===== src/rtl/uart_tx_arbiter.sv =====
// Two-channel byte arbiter in front of a single uart_tx serializer.
// Protocol bytes win by default; a burst limiter guarantees the slave channel a slot.
module uart_tx_arbiter #(
    parameter int MAX_BURST    = 4,
    parameter int WAIT_TIMEOUT = 3
) (
    input  logic       i_clk,
    input  logic       i_reset,
    input  logic [7:0] i_prot_dat,
    input  logic       i_prot_valid,
    output logic       o_prot_ready,
    input  logic [7:0] i_slv_dat,
    input  logic       i_slv_valid,
    output logic       o_slv_ready,
    output logic [7:0] o_tx_dat,
    output logic       o_tx_start,
    input  logic       i_tx_ready,
    output logic       o_busy,
    output logic       o_last_src,
    output logic       o_err
);
    localparam int BW = $clog2(MAX_BURST + 1);
    localparam int TW = (WAIT_TIMEOUT > 1) ? $clog2(WAIT_TIMEOUT) : 1;
    localparam logic [BW-1:0] BURST_MAX = BW'(MAX_BURST);
    localparam logic [TW-1:0] TO_LAST   = TW'(WAIT_TIMEOUT - 1);

    typedef enum logic [1:0] {IDLE, WAIT_LOW, WAIT_HIGH} state_t;

    state_t          state_q, state_d;
    logic            full_p_q, full_p_d;
    logic            full_s_q, full_s_d;
    logic [6:0]      prot_reg_q, prot_reg_d;
    logic [6:0]      slv_reg_q, slv_reg_d;
    logic [BW-1:0]   burst_q, burst_d;
    logic [TW-1:0]   to_cnt_q, to_cnt_d;
    logic            start_q, start_d;
    logic [7:0]      tx_dat_q, tx_dat_d;
    logic            last_q, last_d;
    logic            err_q, err_d;

    // Bit 7 of both inputs is overwritten by the source tag.
    logic unused_bit7;
    assign unused_bit7 = i_prot_dat[7] ^ i_slv_dat[7];

    always_comb begin
        state_d    = state_q;
        full_p_d   = full_p_q;
        full_s_d   = full_s_q;
        prot_reg_d = prot_reg_q;
        slv_reg_d  = slv_reg_q;
        burst_d    = burst_q;
        to_cnt_d   = to_cnt_q;
        start_d    = 1'b0;
        tx_dat_d   = tx_dat_q;
        last_d     = last_q;
        err_d      = err_q;

        if (i_prot_valid && !full_p_q) begin
            full_p_d   = 1'b1;
            prot_reg_d = i_prot_dat[6:0];
        end
        if (i_slv_valid && !full_s_q) begin
            full_s_d  = 1'b1;
            slv_reg_d = i_slv_dat[6:0];
        end

        case (state_q)
            IDLE: begin
                if (i_tx_ready && (full_p_q || full_s_q)) begin
                    // A waiting slave byte wins once the protocol burst is exhausted.
                    if (full_s_q && (!full_p_q || burst_q >= BURST_MAX)) begin
                        full_s_d = 1'b0;
                        tx_dat_d = {1'b0, slv_reg_q};
                        last_d   = 1'b0;
                        burst_d  = '0;
                    end else begin
                        full_p_d = 1'b0;
                        tx_dat_d = {1'b1, prot_reg_q};
                        last_d   = 1'b1;
                        if (!full_s_q)
                            burst_d = '0;
                        else if (burst_q != BURST_MAX)
                            burst_d = burst_q + BW'(1);
                    end
                    start_d  = 1'b1;
                    to_cnt_d = '0;
                    state_d  = WAIT_LOW;
                end
            end
            WAIT_LOW: begin
                if (!i_tx_ready) begin
                    state_d = WAIT_HIGH;
                end else if (to_cnt_q == TO_LAST) begin
                    err_d   = 1'b1;
                    state_d = IDLE;
                end else begin
                    to_cnt_d = to_cnt_q + TW'(1);
                end
            end
            WAIT_HIGH: begin
                if (i_tx_ready)
                    state_d = IDLE;
            end
            default: state_d = IDLE;
        endcase
    end

    always_ff @(posedge i_clk or posedge i_reset) begin
        if (i_reset) begin
            state_q  <= IDLE;
            full_p_q <= 1'b0;
            full_s_q <= 1'b0;
            burst_q  <= '0;
            to_cnt_q <= '0;
            start_q  <= 1'b0;
            tx_dat_q <= '0;
            last_q   <= 1'b0;
            err_q    <= 1'b0;
        end else begin
            state_q  <= state_d;
            full_p_q <= full_p_d;
            full_s_q <= full_s_d;
            burst_q  <= burst_d;
            to_cnt_q <= to_cnt_d;
            start_q  <= start_d;
            tx_dat_q <= tx_dat_d;
            last_q   <= last_d;
            err_q    <= err_d;
        end
    end

    // Holding data is qualified by the full flags, so it needs no reset.
    always_ff @(posedge i_clk) begin
        prot_reg_q <= prot_reg_d;
        slv_reg_q  <= slv_reg_d;
    end

    assign o_prot_ready = !full_p_q;
    assign o_slv_ready  = !full_s_q;
    assign o_tx_dat     = tx_dat_q;
    assign o_tx_start   = start_q;
    assign o_last_src   = last_q;
    assign o_err        = err_q;
    assign o_busy       = (state_q != IDLE) || full_p_q || full_s_q;

endmodule


===== config.mk =====
export PLATFORM = sky130hd
export DESIGN_NAME = uart_tx_arbiter
export DESIGN_NICKNAME = d
export VERILOG_FILES = /design/src/rtl/uart_tx_arbiter.sv
export SDC_FILE = /design/constraint.sdc
export NUM_CORES = 1
export LEC_CHECK = 0
export ABC_AREA = 1
export CAP_MARGIN = 10
export CORE_UTILIZATION = 52
export CTS_CLUSTER_SIZE = 24
export DETAILED_ROUTE_END_ITERATION = 12
export GPL_TIMING_DRIVEN = 0
export PLACE_DENSITY = 0.88
export SETUP_SLACK_MARGIN = 0.5
export SYNTH_ARGS = -nofsm -noshare
export SYNTH_HDL_FRONTEND = slang
export SYNTH_SLANG_ARGS = --single-unit
export TNS_END_PERCENT = 30

===== constraint.sdc =====
create_clock -name i_clk -period 2.1 [get_ports i_clk]
set_input_delay 0.42 -clock i_clk [delete_from_list [all_inputs] [get_ports i_clk]]
set_output_delay 0.42 -clock i_clk [all_outputs]
set_load 0.02 [all_outputs]

==> flow_summary.json <==
{
  "io_buffers": 32,
  "crit_buf_inv": 1,
  "r2r_setup_slack_ns": 0.72,
  "hold_violations": 0,
  "async_flop_share_pct": 57.6,
  "switching_share_pct": 39.2,
  "postSynthAreaPerCell_um2": 10.3,
  "grt_pass1_wl_um": 4860,
  "numCtsBuffers": 5,
  "nets": 204,
  "critPathKind": "reg -> out",
  "pwr-share-clk_pct": 17.5,
  "postRouteAntennaNets": 0,
  "wl_um": 3040,
  "ys_seq_area_share_pct": 62.8,
  "dpl_cell_area_um2": 1780,
  "holdWs_ns": 0.485,
  "cts_htree_levels": 2,
  "drc": 0,
  "whs_endpoint": "o_err",
  "final_area_um2": 1890,
  "ctsHoldBuffers": 0,
  "p_comb_share_pct": 44.8,
  "cts_tree": "built",
  "synthCells": 138,
  "hold_class": "reg -> reg",
  "ios": 35,
  "ff2ff_path_depth": 2,
  "rsz0062_at_grt": "yes",
  "grtUsageTotal_pct": 24.5,
  "synth-edff-count": 14,
  "grt_max_degree": 20,
  "synth_top_area_share_pct": 33.3,
  "drtIter0Drc": 17,
  "area_growth_pct": 32.8,
  "core_um2": 2540,
  "slowest_stage": "clkdlybuf4s50_1",
  "timing.fmax_mhz": 573,
  "ctsLongestPathBuffers": 2,
  "yosys-top-cells-area": "dfrtp_1 33%, edfxtp_1 29%, nand2_1 12%",
  "drv_cap": 0,
  "first_global_vias": 1168,
  "holdPathStages": 1,
  "clkLatencyLatePin_ns": 0.33,
  "syn_nets": 162,
  "dpl_worst_slack_ns": 0.332,
  "status": "finished, final reports clean",
  "worst_slew_pin_slew_ns": 0.725,
  "synth_top_cell_by_area": "dfrtp_1",
  "cts_sinks": 33,
  "path_cells": "clkdlybuf4s50_1",
  "initial_core_util_pct": 56.0,
  "synthTopCellsByCount": "44 x nand2_1, 19 x dfrtp_1, 15 x inv_1",
  "post-dp-hpwl_um": 2010,
  "routed_via_density": 5.27,
  "wl_per_cell_um": 14.4,
  "cts_root_buf": "clkbuf_4",
  "antenna_found_initial": 0,
  "num_antenna_cells": 0,
  "slew_headroom_pct": 51.6,
  "dp.cells": 200,
  "peakVddDrop_mv": 0.956,
  "rows": 18,
  "synthFlopType": "dfrtp_1",
  "p_switching_mw": 1.05,
  "setup_viol": 0,
  "path_clk_slew_ns": 0.11,
  "drive_gt1_share_pct": 17.7,
  "r2r-start": "full_s_q",
  "required_ns": 1.68,
  "ys.warnings.count": 0,
  "crit_family": "buffers and inverters",
  "dr_total_vias": 1111,
  "grt-ovfl-total": 0,
  "critPathArrivalTime_ns": 1.32,
  "cp_max_fo": 2,
  "worst_path_largest_cell_delay_ns": 0.61,
  "ys_ff_latch": 33,
  "end_kind": "primary output",
  "cp-start-kind": "register",
  "synth_most_common_cell": "nand2_1",
  "fp.dieArea_um2": 2960,
  "drt_first_pass_iters": 5,
  "instances_no_fill": 211,
  "regToRegEndpoint": "slv_reg_q[1]",
  "p_total_mw": 2.68,
  "power_density_nw_per_um2": 1410,
  "fin_crit_sh_pct": 83.1,
  "cell_internal_pwr_mw": 1.63,
  "fin_crit_ns": 1.74,
  "power.share.sequential_pct": 37.7,
  "finalWorstSetupSlack_ns": 0.355,
  "final_core_util_pct": 74.4,
  "die_h_um": 54.4,
  "leakage_nw": 0.900,
  "die_w_um": 54.4,
  "place.gp.congestion": 0.832,
  "skew_ns": 0.00562,
  "slew_viol_final": 0,
  "min-delay-start": "o_err",
  "netlist_area_um2": 1430,
  "synth_cell_types": 18,
  "setup-tns-final_ns": 0
}
==> cells by family after synthesis <==
| family | count (synthesis) | synth area share [%] |
|---|---|---|
| simple gates | 75 | 24.2 |
| flops | 33 | 62.8 |
| buf+inv | 20 | 7.37 |
| compound gates | 7 | 2.98 |
| fa+ha+maj | 3 | 2.63 |
==> metal layers <==
metal / global-route usage [%] / part of all wire [%]
met5: 0 / 0
met4: 13.7 / 4.1
met3: 6.11 / 5.6
met2: 44.5 / 53
met1: 25.5 / 38
==> layout make-up <==
class | count | area [µm²]
repair buffers | 35 | 347
clock inverters | 3 | 41.3
multi-input cells | 85 | 425
inverters | 15 | 56.3
well taps | 30 | 37.5
clock buffers | 5 | 37.5
flip-flops and latches | 33 | 897
fillers | 175 | 651
plain buffers | 5 | 52.6
==> state kept, by name, summed over array words and instances, names as in the netlist <==
name / flops
slv_reg_q: 7
o_tx_start: 1
state_q: 2
o_tx_dat: 8
prot_reg_q: 7
to_cnt_q: 2
o_err: 1
full_s_q: 1
full_p_q: 1
burst_q: 3
==> how the worst max path moves through the flow <==
stage | from | to | depth (start not counted)
floorplan | full_s_q | slv_reg_q[0] | 2
global route | o_tx_dat[1] | o_tx_dat[1] | 1
global placement | i_prot_valid | prot_reg_q[1] | 3
detailed placement | i_prot_valid | prot_reg_q[4] | 3
CTS | o_tx_dat[0] | o_tx_dat[0] | 1
finish | o_tx_dat[1] | o_tx_dat[1] | 1
==> layout by cell type (no fill, tap or decap), types with 2 or more instances in the layout <==
cell / Yosys / routed
nand2_1: 44 / 44
clkdlybuf4s50_1: 0 / 25
dfrtp_1: 19 / 18
inv_1: 15 / 14
edfxtp_1: 14 / 14
nand3_1: 10 / 10
nor2_1: 8 / 8
buf_6: 3 / 5
nand2_2: 5 / 5
buf_4: 2 / 5
clkbuf_4: 0 / 5
nor2_4: 3 / 3
o21ai_0: 3 / 3
nand4_1: 3 / 3
ha_1: 3 / 3
a21oi_1: 2 / 2
dlymetal6s2s_1: 0 / 2
==> repair_timing <==
action | in CTS | in global routing
endpoints found under the setup margin | 14 | 13
pin swaps | 2 | 0
resized for setup | 16 | 6
gates cloned | 0 | 0
setup buffers | 2 | 1
hold endpoints to repair | 0 | 0
==> power groups by stage <==
stage	combinational, mW	sequential [mW]	clock (mW)
2_1_floorplan	0.631	1.11	0
3_3_place_gp	1.09	1.01	0
3_5_place_dp	1.13	1.02	0
4_1_cts	1.17	1.02	0.477
5_1_grt	1.31	1.03	0.499
6_report	1.20	1.01	0.469
(Power assumes the default switching activity.)
